--- src/rtl/imem_fetch_responder.sv ---
// rtl/imem_fetch_responder.sv - instruction fetch responder: ROM request issue, in-order tagged return FIFO
module imem_fetch_responder #(
    parameter int ADDR_WIDTH = 12,
    parameter int DATA_WIDTH = 32,
    parameter int DEPTH      = 3,
    parameter logic [DATA_WIDTH-1:0] NOP = '0
) (
    input  logic                  clock,
    input  logic                  reset,
    input  logic [ADDR_WIDTH-1:0] address_imem,
    input  logic                  fetch_req,
    output logic                  fetch_ready,
    output logic [ADDR_WIDTH-1:0] mem_addr,
    input  logic [DATA_WIDTH-1:0] mem_q,
    input  logic                  flush,
    output logic [DATA_WIDTH-1:0] instr_out,
    output logic [ADDR_WIDTH-1:0] instr_pc,
    output logic                  instr_valid,
    input  logic                  decode_ready
);

    localparam int PTR_W = (DEPTH > 1) ? $clog2(DEPTH) : 1;
    localparam int CNT_W = $clog2(DEPTH + 1);

    localparam logic [PTR_W-1:0] LAST_PTR      = PTR_W'(DEPTH - 1);
    localparam logic [PTR_W-1:0] PTR_ONE       = PTR_W'(1);
    localparam logic [CNT_W-1:0] FULL_COUNT    = CNT_W'(DEPTH);
    localparam logic [CNT_W-1:0] CNT_ONE       = CNT_W'(1);
    localparam logic [CNT_W:0]   DEPTH_CREDITS = (CNT_W + 1)'(DEPTH);

    logic [DATA_WIDTH-1:0] data_mem [DEPTH];
    logic [ADDR_WIDTH-1:0] pc_mem   [DEPTH];

    logic [PTR_W-1:0]      head;
    logic [PTR_W-1:0]      tail;
    logic [CNT_W-1:0]      count;
    logic                  inflight;
    logic [ADDR_WIDTH-1:0] inflight_pc;

    logic [CNT_W:0]        credits_used;
    logic                  accept;
    logic                  push;
    logic                  pop;

    function automatic logic [PTR_W-1:0] next_ptr(input logic [PTR_W-1:0] p);
        return (p == LAST_PTR) ? '0 : p + PTR_ONE;
    endfunction

    // Credits cover both queued entries and the one word still coming back from
    // the ROM, so a granted request always has a FIFO slot when it lands.
    assign credits_used = {1'b0, count} + {{CNT_W{1'b0}}, inflight};
    assign fetch_ready  = flush | (credits_used < DEPTH_CREDITS);
    assign accept       = fetch_req & fetch_ready;
    assign mem_addr     = address_imem;

    assign instr_valid  = (count != '0);
    assign push         = inflight & ~flush & (count != FULL_COUNT);
    assign pop          = instr_valid & decode_ready & ~flush;

    assign instr_out    = instr_valid ? data_mem[head] : NOP;
    assign instr_pc     = instr_valid ? pc_mem[head]   : '0;

    always_ff @(posedge clock or posedge reset) begin
        if (reset) begin
            head        <= '0;
            tail        <= '0;
            count       <= '0;
            inflight    <= 1'b0;
            inflight_pc <= '0;
        end else begin
            inflight <= accept;
            if (accept) begin
                inflight_pc <= address_imem;
            end

            // A flush wipes the queue but still lets the branch-target request
            // through, so it becomes the sole in-flight fetch.
            if (flush) begin
                head  <= '0;
                tail  <= '0;
                count <= '0;
            end else begin
                if (push) begin
                    tail <= next_ptr(tail);
                end
                if (pop) begin
                    head <= next_ptr(head);
                end
                case ({push, pop})
                    2'b10:   count <= count + CNT_ONE;
                    2'b01:   count <= count - CNT_ONE;
                    default: count <= count;
                endcase
            end
        end
    end

    always_ff @(posedge clock) begin
        if (push) begin
            data_mem[tail] <= mem_q;
            pc_mem[tail]   <= inflight_pc;
        end
    end

endmodule

--- config.mk ---
export PLATFORM = sky130hd
export DESIGN_NAME = imem_fetch_responder
export DESIGN_NICKNAME = d
export VERILOG_FILES = /design/src/rtl/imem_fetch_responder.sv
export SDC_FILE = /design/constraint.sdc
export NUM_CORES = 1
export LEC_CHECK = 0
export ABC_AREA = 1
export CAP_MARGIN = 20
export CORE_ASPECT_RATIO = 0.6
export CORE_UTILIZATION = 53
export CTS_CLUSTER_DIAMETER = 120
export CTS_CLUSTER_SIZE = 10
export DETAILED_ROUTE_END_ITERATION = 7
export GPL_TIMING_DRIVEN = 0
export PLACE_DENSITY = 0.79
export SLEW_MARGIN = 20
export SYNTH_ARGS = -nofsm -noshare
export SYNTH_HDL_FRONTEND = slang
export SYNTH_SLANG_ARGS = --single-unit
export TNS_END_PERCENT = 30
--- constraint.sdc ---
create_clock -name clock -period 5.3 [get_ports clock]
set_clock_uncertainty 0.1 [all_clocks]
set_input_delay 0.795 -clock clock [delete_from_list [all_inputs] [get_ports clock]]
set_output_delay 0.795 -clock clock [all_outputs]
set_load 0.005 [all_outputs]
==> flow_metrics.env, run 1 <==
export IMPL_yosysMostFrequentCell="nand2_1"
export IMPL_first_pass_iters=5
export IMPL_gp_congestion=0.778
export IMPL_cellLeakagePower_nw=3.47
export IMPL_crit_arrival_ns=2.43
export IMPL_clk_pin_slew_ns=0.06
export IMPL_grt_antenna_before_repair=0
export IMPL_hpwl_mm=8.36
export IMPL_worst_path_largest_cell_delay_ns=0.56
export IMPL_mappedNetlistArea_um2=6250
export IMPL_yosys_warnings=0
export IMPL_setup_viol=0
export IMPL_track_usage_pct=22.6
export IMPL_die_w_um=142
export IMPL_dieArea_um2=12300
export IMPL_portBuffers=106
export IMPL_drt_total_wl_mm=12.7
export IMPL_cts_tree="built"
export IMPL_row_count=30
export IMPL_crit_top_cell="clkdlybuf4s50_1"
export IMPL_finalHoldViolations=0
export IMPL_syn_inst=537
export IMPL_die_h_um=86.1
export IMPL_critPathMaxFanout=10
export IMPL_yosys_area_share_simple_pct=20.3
export IMPL_grt_max_degree=25
export IMPL_synth_area_leaders="edfxtp_1, nand2_1, dfrtp_1"
export IMPL_power_w=0.00393
export IMPL_worstSetupPathType="input pin to output port"
export IMPL_htreeDepth=4
export IMPL_yosysTopAreaCellShare_pct=63.4
export IMPL_final_max_slew_viol_count=0
export IMPL_relSlewSlack_pct=52.3
export IMPL_worstPathRequired_ns=4.41
export IMPL_async_flop_share_pct=12.6
export IMPL_p_per_area_nw_per_um2=476
export IMPL_syn_nets=588
export IMPL_max_freq_mhz=300
export IMPL_worst_path_buf_inv=4
export IMPL_peakVddDrop_mv=0.278
export IMPL_synthAdderAreaFrac_pct=0.400
export IMPL_min_path_type="flop to flop"
export IMPL_postCtsSetupRepairBufs=0
export IMPL_clkLatencyLatePin_ns=0.42
export IMPL_synth_avg_cell_area_um2=11.6
export IMPL_endpoint_kind="output port"
export IMPL_path_cells="clkdlybuf4s50_1, inv_2, nand2_1, buf_2, clkdlybuf4s50_1"
export IMPL_overflow=0
export IMPL_start_util_pct=54.8
export IMPL_area_delta_synth_final_pct=32.2
export IMPL_cts_hold_fix_buffers=0
export IMPL_status="completed"
export IMPL_core_area_um2=11400
export IMPL_synth_common_cells="nand2_1, edfxtp_1, nand3_1, inv_1, dfrtp_1"
export IMPL_cts_num_sinks=151
export IMPL_ys_ff_latch=151
export IMPL_drive_gt1_share_pct=14.1
export IMPL_drc=0
export IMPL_cpMaxStageDelayCell="clkdlybuf4s50_1"
export IMPL_synth_compound_area_share_pct=0.440
export IMPL_synth_edf_count=132
export IMPL_start_kind="input pin"
export IMPL_antenna_cells=0
export IMPL_period_needed_ns=3.33
export IMPL_rsz0062_at_grt="no"
export IMPL_clk_path_buf_depth=2
export IMPL_ant_nets=0
export IMPL_nets=720
export IMPL_synth_flop_cell="edfxtp_1"
export IMPL_synth_top_family_by_area="simple AND/OR/NAND/NOR gates"
export IMPL_synth_xor_area_share_pct=0
export IMPL_post_drt_wl_per_cell_um=15.1
export IMPL_cp_top_family="buffers and inverters"
export IMPL_netlist_top_cell_by_area="edfxtp_1"
export IMPL_grt_pass1_vias=4096
export IMPL_vias=4184
export IMPL_ys_seq_area_share_pct=71.0
export IMPL_muxShareOfSynthArea_pct=0
export IMPL_numCtsBuffers=17
export IMPL_drt_first_iter_violations=242
export IMPL_cts_resized_gates=0
export IMPL_clockRootBuffer="clkbuf_16"
export IMPL_drv_cap=0
export IMPL_vias_per_cell=4.97
export IMPL_worstMarginPinSlew_ns=0.714
export IMPL_holdWs_ns=0.390
export IMPL_ios=107
export IMPL_synth_cell_types=20
export IMPL_grt_pass1_wl_mm=19.9
export IMPL_final_fill_count=764
export IMPL_fin_crit_sh_pct=62.8
==> state kept, by name (all words and copies together), names as in the netlist <==
name         cells
tail             2
inflight         1
head             2
inflight_pc     12
data_mem        96
count            2
pc_mem          36
==> worst reg2reg max path: stages (launching register included) <==
cell and delay, ns:
dfrtp_1 0.43, nand2_1 0.12, nand3_1 0.26, nor3_2 0.48, buf_6 0.22, buf_4 0.20, buf_6 0.17, buf_4 0.20
==> kinds of logic (layout without fill, tap and decap cells) <==
group | count (synthesis) | after routing
AO/OA/AOI/OAI | 4 | 4
AND/OR/NAND/NOR | 293 | 293
flip-flops | 151 | 151
buffers and inverters | 87 | 232
adder cells (fa/ha/maj) | 2 | 2
==> final timing paths <==
| kind | from | endpoint | slack, ns | depth (start not counted) |
|---|---|---|---|---|
| max | flush | fetch_ready | 1.97 | 5 |
| min | inflight_pc[7]$_DFFE_PP0P_ | pc_mem[1][7]$_DFFE_PP_ | 0.39 | 0 |
| max reg2reg | count[0]$_DFFE_PP0P_ | data_mem[2][13]$_DFFE_PP_ | 2.83 | 7 |
| min reg2reg | inflight_pc[7]$_DFFE_PP0P_ | pc_mem[1][7]$_DFFE_PP_ | 0.39 | 0 |
| max in group asynchronous | reset | inflight_pc[10]$_DFFE_PP0P_ | 3.97 | 2 |
| min in group asynchronous | reset | inflight_pc[0]$_DFFE_PP0P_ | 0.68 | 2 |
==> per-stage QoR <==
stage	worst slack (ns)	instance area, µm²	utilization [%]	TNS, ns	cells
2_1_floorplan	0.615	6250	-	0	537
3_3_place_gp	-2.03	7510	65.9	-93.35	803
3_5_place_dp	1.85	7620	66.8	0	810
4_1_cts	1.97	8270	72.4	0	842
5_1_grt	1.83	8270	72.4	0	842
6_report	1.97	8270	72.4	0	842
==> report_power, final <==
part	internal (W)	switching [W]
combinational	0.000561	0.000579
sequential	0.00144	0.0000631
clock	0.000844	0.000445
total	0.00284	0.00109
==> layout make-up <==
type                            instances  area, µm²  share of cell area (%)
Buffer                                 33        292                    3.53
Clock buffer                           19        443                    5.36
Tap cell                              160        200                    2.42
Inverter                               54        203                    2.45
Clock inverter                         13        203                    2.45
Multi-Input combinational cell        299       1340                    16.2
Timing Repair Buffer                  113       1150                    13.9
Sequential cell                       151       4440                    53.7
==> metal layers <==
layer	up-vias	GRT usage [%]	wire, µm
met5	-	0	0
met4	0	8.21	146
met3	16	7.82	830
met2	158	37.2	6130
met1	1982	27.9	5590
li1	2028	-	-
==> cells in the final DEF (no fill, tap or decap) <==
master and n:
nand2_1 202, edfxtp_1 132, clkdlybuf4s50_1 106, nand3_1 63, inv_1 52, dfrtp_1 19
nand2_2 17, buf_4 17, clkbuf_16 17, buf_6 12, buf_2 6, bufinv_16 5
clkinvlp_4 5, nor2_1 4, buf_12 4, clkinv_2 3, inv_2 2, clkbuf_1 2
nor2_8 2, nand3_2 2, nor2_4 2, o22ai_1 2, ha_1 2, a21o_1 1
o31ai_1 1, nor3_2 1, clkbuf_8 1
Note: power is estimated with default switching activity, not from simulation.
==> run 2, diff against run 1 <==
--- a/config.mk
+++ b/config.mk
@@ -8,12 +8,12 @@
 export ABC_AREA = 1
 export CAP_MARGIN = 20
 export CORE_ASPECT_RATIO = 0.6
-export CORE_UTILIZATION = 53
+export CORE_UTILIZATION = 48
 export CTS_CLUSTER_DIAMETER = 120
 export CTS_CLUSTER_SIZE = 10
 export DETAILED_ROUTE_END_ITERATION = 7
 export GPL_TIMING_DRIVEN = 0
-export PLACE_DENSITY = 0.79
+export PLACE_DENSITY = 0.75
 export SLEW_MARGIN = 20
 export SYNTH_ARGS = -nofsm -noshare
 export SYNTH_HDL_FRONTEND = slang
==> constraint.sdc (replaced) <==
create_clock -name clock -period 2.8 [get_ports clock]
set_clock_uncertainty 0.1 [all_clocks]
set_input_delay 0.42 -clock clock [delete_from_list [all_inputs] [get_ports clock]]
set_output_delay 0.42 -clock clock [all_outputs]
set_load 0.005 [all_outputs]
==> run 2 against run 1 <==
Against the previous run:
- critical endpoint is now instr_out[10]
- critical path type is now flop to output port
- via count shrank 1.7%
- hold slack lost 0.081 ns
- global-route usage shrank 2.7 points
- utilization shrank 5.2 points
- largest power group unchanged
==> flow_metrics.env, run 2 (same netlist as run 1, synthesis figures left out) <==
export IMPL_clock_power_share_pct=31.4
export IMPL_post_drt_wl_per_cell_um=14.9
export IMPL_worstMarginPinSlew_ns=0.754
export IMPL_reg_top3="data_mem (96), pc_mem (36), inflight_pc (12)"
export IMPL_vias_per_cell=4.84
export IMPL_final_fill_count=865
export IMPL_hpwl_mm=8.78
export IMPL_crit_arrival_ns=2.19
export IMPL_min_path_type="input pin to async pin"
export IMPL_setup_viol=0
export IMPL_nets=723
export IMPL_drv_cap=0
export IMPL_clkLatencyLatePin_ns=0.42
export IMPL_grt_max_degree=24
export IMPL_start_util_pct=50.5
export IMPL_holdWs_ns=0.308
export IMPL_gp_congestion=0.854
export IMPL_pwr_share_comb_pct=29.9
export IMPL_regMostFlops="data_mem"
export IMPL_switching_share_pct=27.9
export IMPL_drive_gt1_share_pct=14.6
export IMPL_clockRootBuffer="clkbuf_16"
export IMPL_relSlewSlack_pct=49.6
export IMPL_drt_total_wl_mm=12.7
export IMPL_endpoint_kind="output port"
export IMPL_clk_pin_slew_ns=0.06
export IMPL_die_h_um=90.4
export IMPL_layout_commonest_cell="nand2_1"
export IMPL_drt_first_iter_violations=196
export IMPL_antenna_cells=0
export IMPL_intPower_w=0.00532
export IMPL_peakVddDrop_mv=0.501
export IMPL_ios=107
export IMPL_cellLeakagePower_nw=3.49
export IMPL_reg2reg_setup_slack_ns=0.43
export IMPL_portBuffers=106
export IMPL_ant_nets=0
export IMPL_period_needed_ns=2.71
export IMPL_overflow=0
export IMPL_rsz0062_at_grt="yes"
export IMPL_final_max_slew_viol_count=0
export IMPL_finalInstanceArea_um2=8320
export IMPL_grt_antenna_before_repair=0
export IMPL_p_per_area_nw_per_um2=887
export IMPL_die_w_um=149
export IMPL_area_delta_synth_final_pct=33.0
export IMPL_dieArea_um2=13500
export IMPL_max_freq_mhz=368
export IMPL_start_kind="flop"
export IMPL_startpoint="head[1]$_DFFE_PP0P_"
export IMPL_cts_hold_fix_buffers=0
export IMPL_track_usage_pct=19.9
export IMPL_final_cell_mix="nand2_1, edfxtp_1, clkdlybuf4s50_1"
export IMPL_finalHoldViolations=0
export IMPL_timing_rr_start="count[1]$_DFFE_PP0P_"
export IMPL_vias=4112
export IMPL_placed_area_um2=7660
export IMPL_r2r_end="data_mem[2][24]$_DFFE_PP_"
export IMPL_grt_pass1_vias=4167
export IMPL_numCtsBuffers=17
export IMPL_drc=0
export IMPL_reg2reg_depth=5
export IMPL_grt_pass1_wl_mm=20.2
export IMPL_critPathMaxFanout=10
export IMPL_row_count=31
export IMPL_fin_crit_sh_pct=97.0
export IMPL_htreeDepth=4
export IMPL_cts_tree="built"
export IMPL_largest_reg_flops=96
export IMPL_pwr_share_seq_pct=38.7
export IMPL_worstSetupPathType="flop to output port"
export IMPL_endpoint="instr_out[10]"
export IMPL_power_switching_w=0.00206
export IMPL_cts_num_sinks=151
export IMPL_core_area_um2=12400
export IMPL_worstPathRequired_ns=2.28
export IMPL_clk_path_buf_depth=2
export IMPL_first_pass_iters=4
export IMPL_status="completed"
[run 2: power groups by stage]
stage               Clock (W)  Combinational (W)  Sequential (W)
floorplan                   0            0.00113         0.00286
CTS                   0.00235            0.00221         0.00285
finish                0.00232            0.00221         0.00285
detailed placement          0            0.00217         0.00290
global placement            0            0.00208         0.00289
global route          0.00244            0.00243         0.00287
[run 2: repair_timing]
| item | 4_1_cts | 5_1_grt |
|---|---|---|
| setup buffers | 2 | 2 |
| cloned | 0 | 0 |
| pin swaps | 0 | 1 |
| hold endpoints to repair | 0 | 0 |
| gates resized for setup | 4 | 3 |
| endpoints found under the setup margin | 1 | 11 |
[run 2: cell type report]
class / instances / area, µm² / area share, %
flip-flops and latches: 151 / 4440 / 53.4
multi-input cells: 299 / 1350 / 16.2
repair buffers: 116 / 1210 / 14.5
clock buffers: 18 / 429 / 5.16
plain buffers: 33 / 300 / 3.61
well taps: 165 / 206 / 2.48
inverters: 54 / 203 / 2.44
clock inverters: 13 / 180 / 2.17
[run 2: worst min-delay path by stage]
stage / startpoint / end / slack (ns) / cells after the start
final: reset / count[0]$_DFFE_PP0P_ / 0.31 / 2
after global placement: inflight_pc[6]$_DFFE_PP0P_ / pc_mem[0][6]$_DFFE_PP_ / 0.37 / 0
after global routing: reset / tail[1]$_DFFE_PP0P_ / 0.39 / 2
after floorplan: reset / count[0]$_DFFE_PP0P_ / 0.27 / 1
after CTS: reset / tail[0]$_DFFE_PP0P_ / 0.34 / 2
after detailed placement: inflight_pc[8]$_DFFE_PP0P_ / pc_mem[2][8]$_DFFE_PP_ / 0.38 / 0
[run 2: metrics by stage]
| step | TNS (ns) | instances | power [W] | setup WS [ns] | utilization (%) |
|---|---|---|---|---|---|
| floorplan | -35.90 | 537 | 0.00400 | -0.323 | - |
| global placement | -266.24 | 808 | 0.00498 | -2.12 | 60.8 |
| detailed placement | -3.80 | 814 | 0.00507 | -0.181 | 61.9 |
| CTS | 0 | 847 | 0.00741 | 0.0179 | 67.0 |
| global route | -0.0229 | 849 | 0.00774 | -0.0115 | 67.2 |
| finish | 0 | 849 | 0.00737 | 0.0852 | 67.2 |
[run 2: critical path, cell delays in order, from the launching register on]
cell and delay (ns):
dfrtp_2 0.44, buf_6 0.17, nor2_8 0.21, buf_6 0.18, nand2_1 0.06, nand3_1 0.09, nand2_1 0.06, inv_1 0.05
clkdlybuf4s50_1 0.51
[run 2: metal layers]
layer	global-route usage (%)	routed length (µm)	vias up
li1	-	-	2035
met1	27.5	5840	1926
met2	31.3	5840	141
met3	4.95	920	10
met4	5.53	78	0
met5	0	0	-
==> run 3, diff against run 2 <==
--- a/config.mk
+++ b/config.mk
@@ -8,12 +8,12 @@
 export ABC_AREA = 1
 export CAP_MARGIN = 20
 export CORE_ASPECT_RATIO = 0.6
-export CORE_UTILIZATION = 48
+export CORE_UTILIZATION = 45
 export CTS_CLUSTER_DIAMETER = 120
 export CTS_CLUSTER_SIZE = 10
 export DETAILED_ROUTE_END_ITERATION = 7
 export GPL_TIMING_DRIVEN = 0
-export PLACE_DENSITY = 0.75
+export PLACE_DENSITY = 0.69
 export SLEW_MARGIN = 20
 export SYNTH_ARGS = -nofsm -noshare
 export SYNTH_HDL_FRONTEND = slang
==> constraint.sdc (replaced) <==
create_clock -name clock -period 2.87 [get_ports clock]
set_clock_uncertainty 0.1 [all_clocks]
set_input_delay 0.4305 -clock clock [delete_from_list [all_inputs] [get_ports clock]]
set_output_delay 0.4305 -clock clock [all_outputs]
set_load 0.005 [all_outputs]
==> run 3 against run 2 <==
Against the previous run:
- clock power is 2% lower
- utilization is 4.1 points lower
- global-route usage is 0.54 points lower
- largest cell class unchanged
==> flow_metrics.env, run 3 (same netlist as run 1, synthesis figures left out) <==
export IMPL_dieArea_um2=14400
export IMPL_portBuffers=106
export IMPL_hpwl_mm=8.36
export IMPL_cts_num_sinks=151
export IMPL_fin_crit_sh_pct=95.5
export IMPL_setup_viol=0
export IMPL_track_usage_pct=19.4
export IMPL_relSlewSlack_pct=44.8
export IMPL_utilization_pct=63.1
export IMPL_min_path_type="input pin to async pin"
export IMPL_max_freq_mhz=365
export IMPL_endpoint_kind="output port"
export IMPL_gp_congestion=0.762
export IMPL_ant_nets=0
export IMPL_clockRootBuffer="clkbuf_16"
export IMPL_critPathMaxFanout=10
export IMPL_p_per_area_nw_per_um2=863
export IMPL_drc=0
export IMPL_overflow=0
export IMPL_status="completed"
export IMPL_htreeDepth=4
export IMPL_r2r_end="data_mem[2][19]$_DFFE_PP_"
export IMPL_cellLeakagePower_nw=3.50
export IMPL_reg_top3="data_mem (96), pc_mem (36), inflight_pc (12)"
export IMPL_worstMarginPinSlew_ns=0.828
export IMPL_final_max_slew_viol_count=0
export IMPL_finalInstanceArea_um2=8330
export IMPL_postCtsSetupRepairBufs=0
export IMPL_stdcell_count=850
export IMPL_cts_tree="built"
export IMPL_clk_path_buf_depth=2
export IMPL_drive_gt1_share_pct=14.1
export IMPL_final_cell_mix="nand2_1, edfxtp_1, clkdlybuf4s50_1"
export IMPL_rsz0062_at_grt="no"
export IMPL_core_area_um2=13200
export IMPL_antenna_cells=0
export IMPL_grt_pass1_wl_mm=20.3
export IMPL_vias=4139
export IMPL_nets=720
export IMPL_drt_first_iter_violations=260
export IMPL_first_pass_iters=5
export IMPL_area_delta_synth_final_pct=33.3
export IMPL_timing_rr_start="count[0]$_DFFE_PP0P_"
export IMPL_ios=107
export IMPL_vias_per_cell=4.87
export IMPL_drt_total_wl_mm=12.6
export IMPL_start_util_pct=47.3
export IMPL_peakVddDrop_mv=0.441
export IMPL_post_drt_wl_per_cell_um=14.8
export IMPL_grt_max_degree=20
export IMPL_regMostFlops="data_mem"
export IMPL_drv_cap=0
export IMPL_largest_reg_flops=96
export IMPL_grt_antenna_before_repair=0
export IMPL_reg2reg_depth=5
export IMPL_clk_pin_slew_ns=0.06
export IMPL_die_h_um=93.3
export IMPL_worstPathRequired_ns=2.34
export IMPL_grt_pass1_vias=4072
export IMPL_start_kind="flop"
export IMPL_placed_area_um2=7710
export IMPL_die_w_um=154
export IMPL_numCtsBuffers=17
export IMPL_layout_commonest_cell="nand2_1"
export IMPL_crit_arrival_ns=2.21
export IMPL_row_count=32
export IMPL_dp_cells=820
export IMPL_finalHoldViolations=0
export IMPL_worstSetupPathType="flop to output port"
export IMPL_clkLatencyLatePin_ns=0.41
export IMPL_period_needed_ns=2.74
export IMPL_reg2reg_setup_slack_ns=0.66
==> run 3: cell types whose count changed in the layout (fill, tap and decap cells not counted), sizes merged <==
cell / previous run / this run
buf: 41 / 39
clkbuf: 20 / 18
clkinv: 6 / 7
clkinvlp: 2 / 1
==> run 3: repair_timing <==
item | CTS | global route
gates resized for setup | 4 | 2
hold buffers | 0 | 0
setup endpoints to repair | 1 | 1
==> run 3: how the worst max path moves through the flow <==
stage	start	end	slack [ns]	cells past startpoint
floorplan	flush	data_mem[0][0]$_DFFE_PP_	-0.26	3
global placement	flush	data_mem[1][28]$_DFFE_PP_	-2.08	4
detailed placement	flush	data_mem[2][20]$_DFFE_PP_	0.09	6
CTS	count[0]$_DFFE_PP0P_	fetch_ready	0.01	6
global route	head[1]$_DFFE_PP0P_	instr_out[15]	0.009	8
finish	head[1]$_DFFE_PP0P_	instr_pc[3]	0.13	8
==> run 3: through the flow <==
stage               setup WS [ns]  hold WS [ns]  total power (W)  setup TNS (ns)
floorplan                  -0.263         0.282          0.00390          -28.05
global placement            -2.08         0.367          0.00486         -261.76
detailed placement         0.0921         0.381          0.00495               0
CTS                        0.0128         0.395          0.00724               0
global route              0.00900         0.419          0.00756               0
finish                      0.129         0.385          0.00719               0
==> run 3: power by group <==
part | total, W | internal [W] | leakage, nW | switching [W]
combinational | 0.00214 | 0.00107 | 1.77 | 0.00107
sequential | 0.00277 | 0.00266 | 1.44 | 0.000115
clock | 0.00228 | 0.00144 | 0.296 | 0.000837
==> run 3: area by class of cell <==
type                       count  area, µm²
sequential                   151       4440
inverter                      54        203
multi-input combinational    299       1350
timing repair buffer         113       1220
clock inverter                13        181
buffer                        33        298
fill                         991       4880
tap                          170        213
clock buffer                  17        425
==> run 3: routing by layer <==
metal,part of all wire [%],GRT usage (%)
met5,0,0
met4,0.75,6.58
met3,6.8,4.96
met2,48,32.2
met1,44,24.9
==> run 3: worst max-delay path: stages (launching register included) <==
cell and delay, ns:
dfrtp_1 0.44, buf_6 0.19, nor2_8 0.19, buf_6 0.18, nand2_1 0.06, nand3_1 0.07
nand2_1 0.07, inv_1 0.07, clkdlybuf4s50_1 0.52
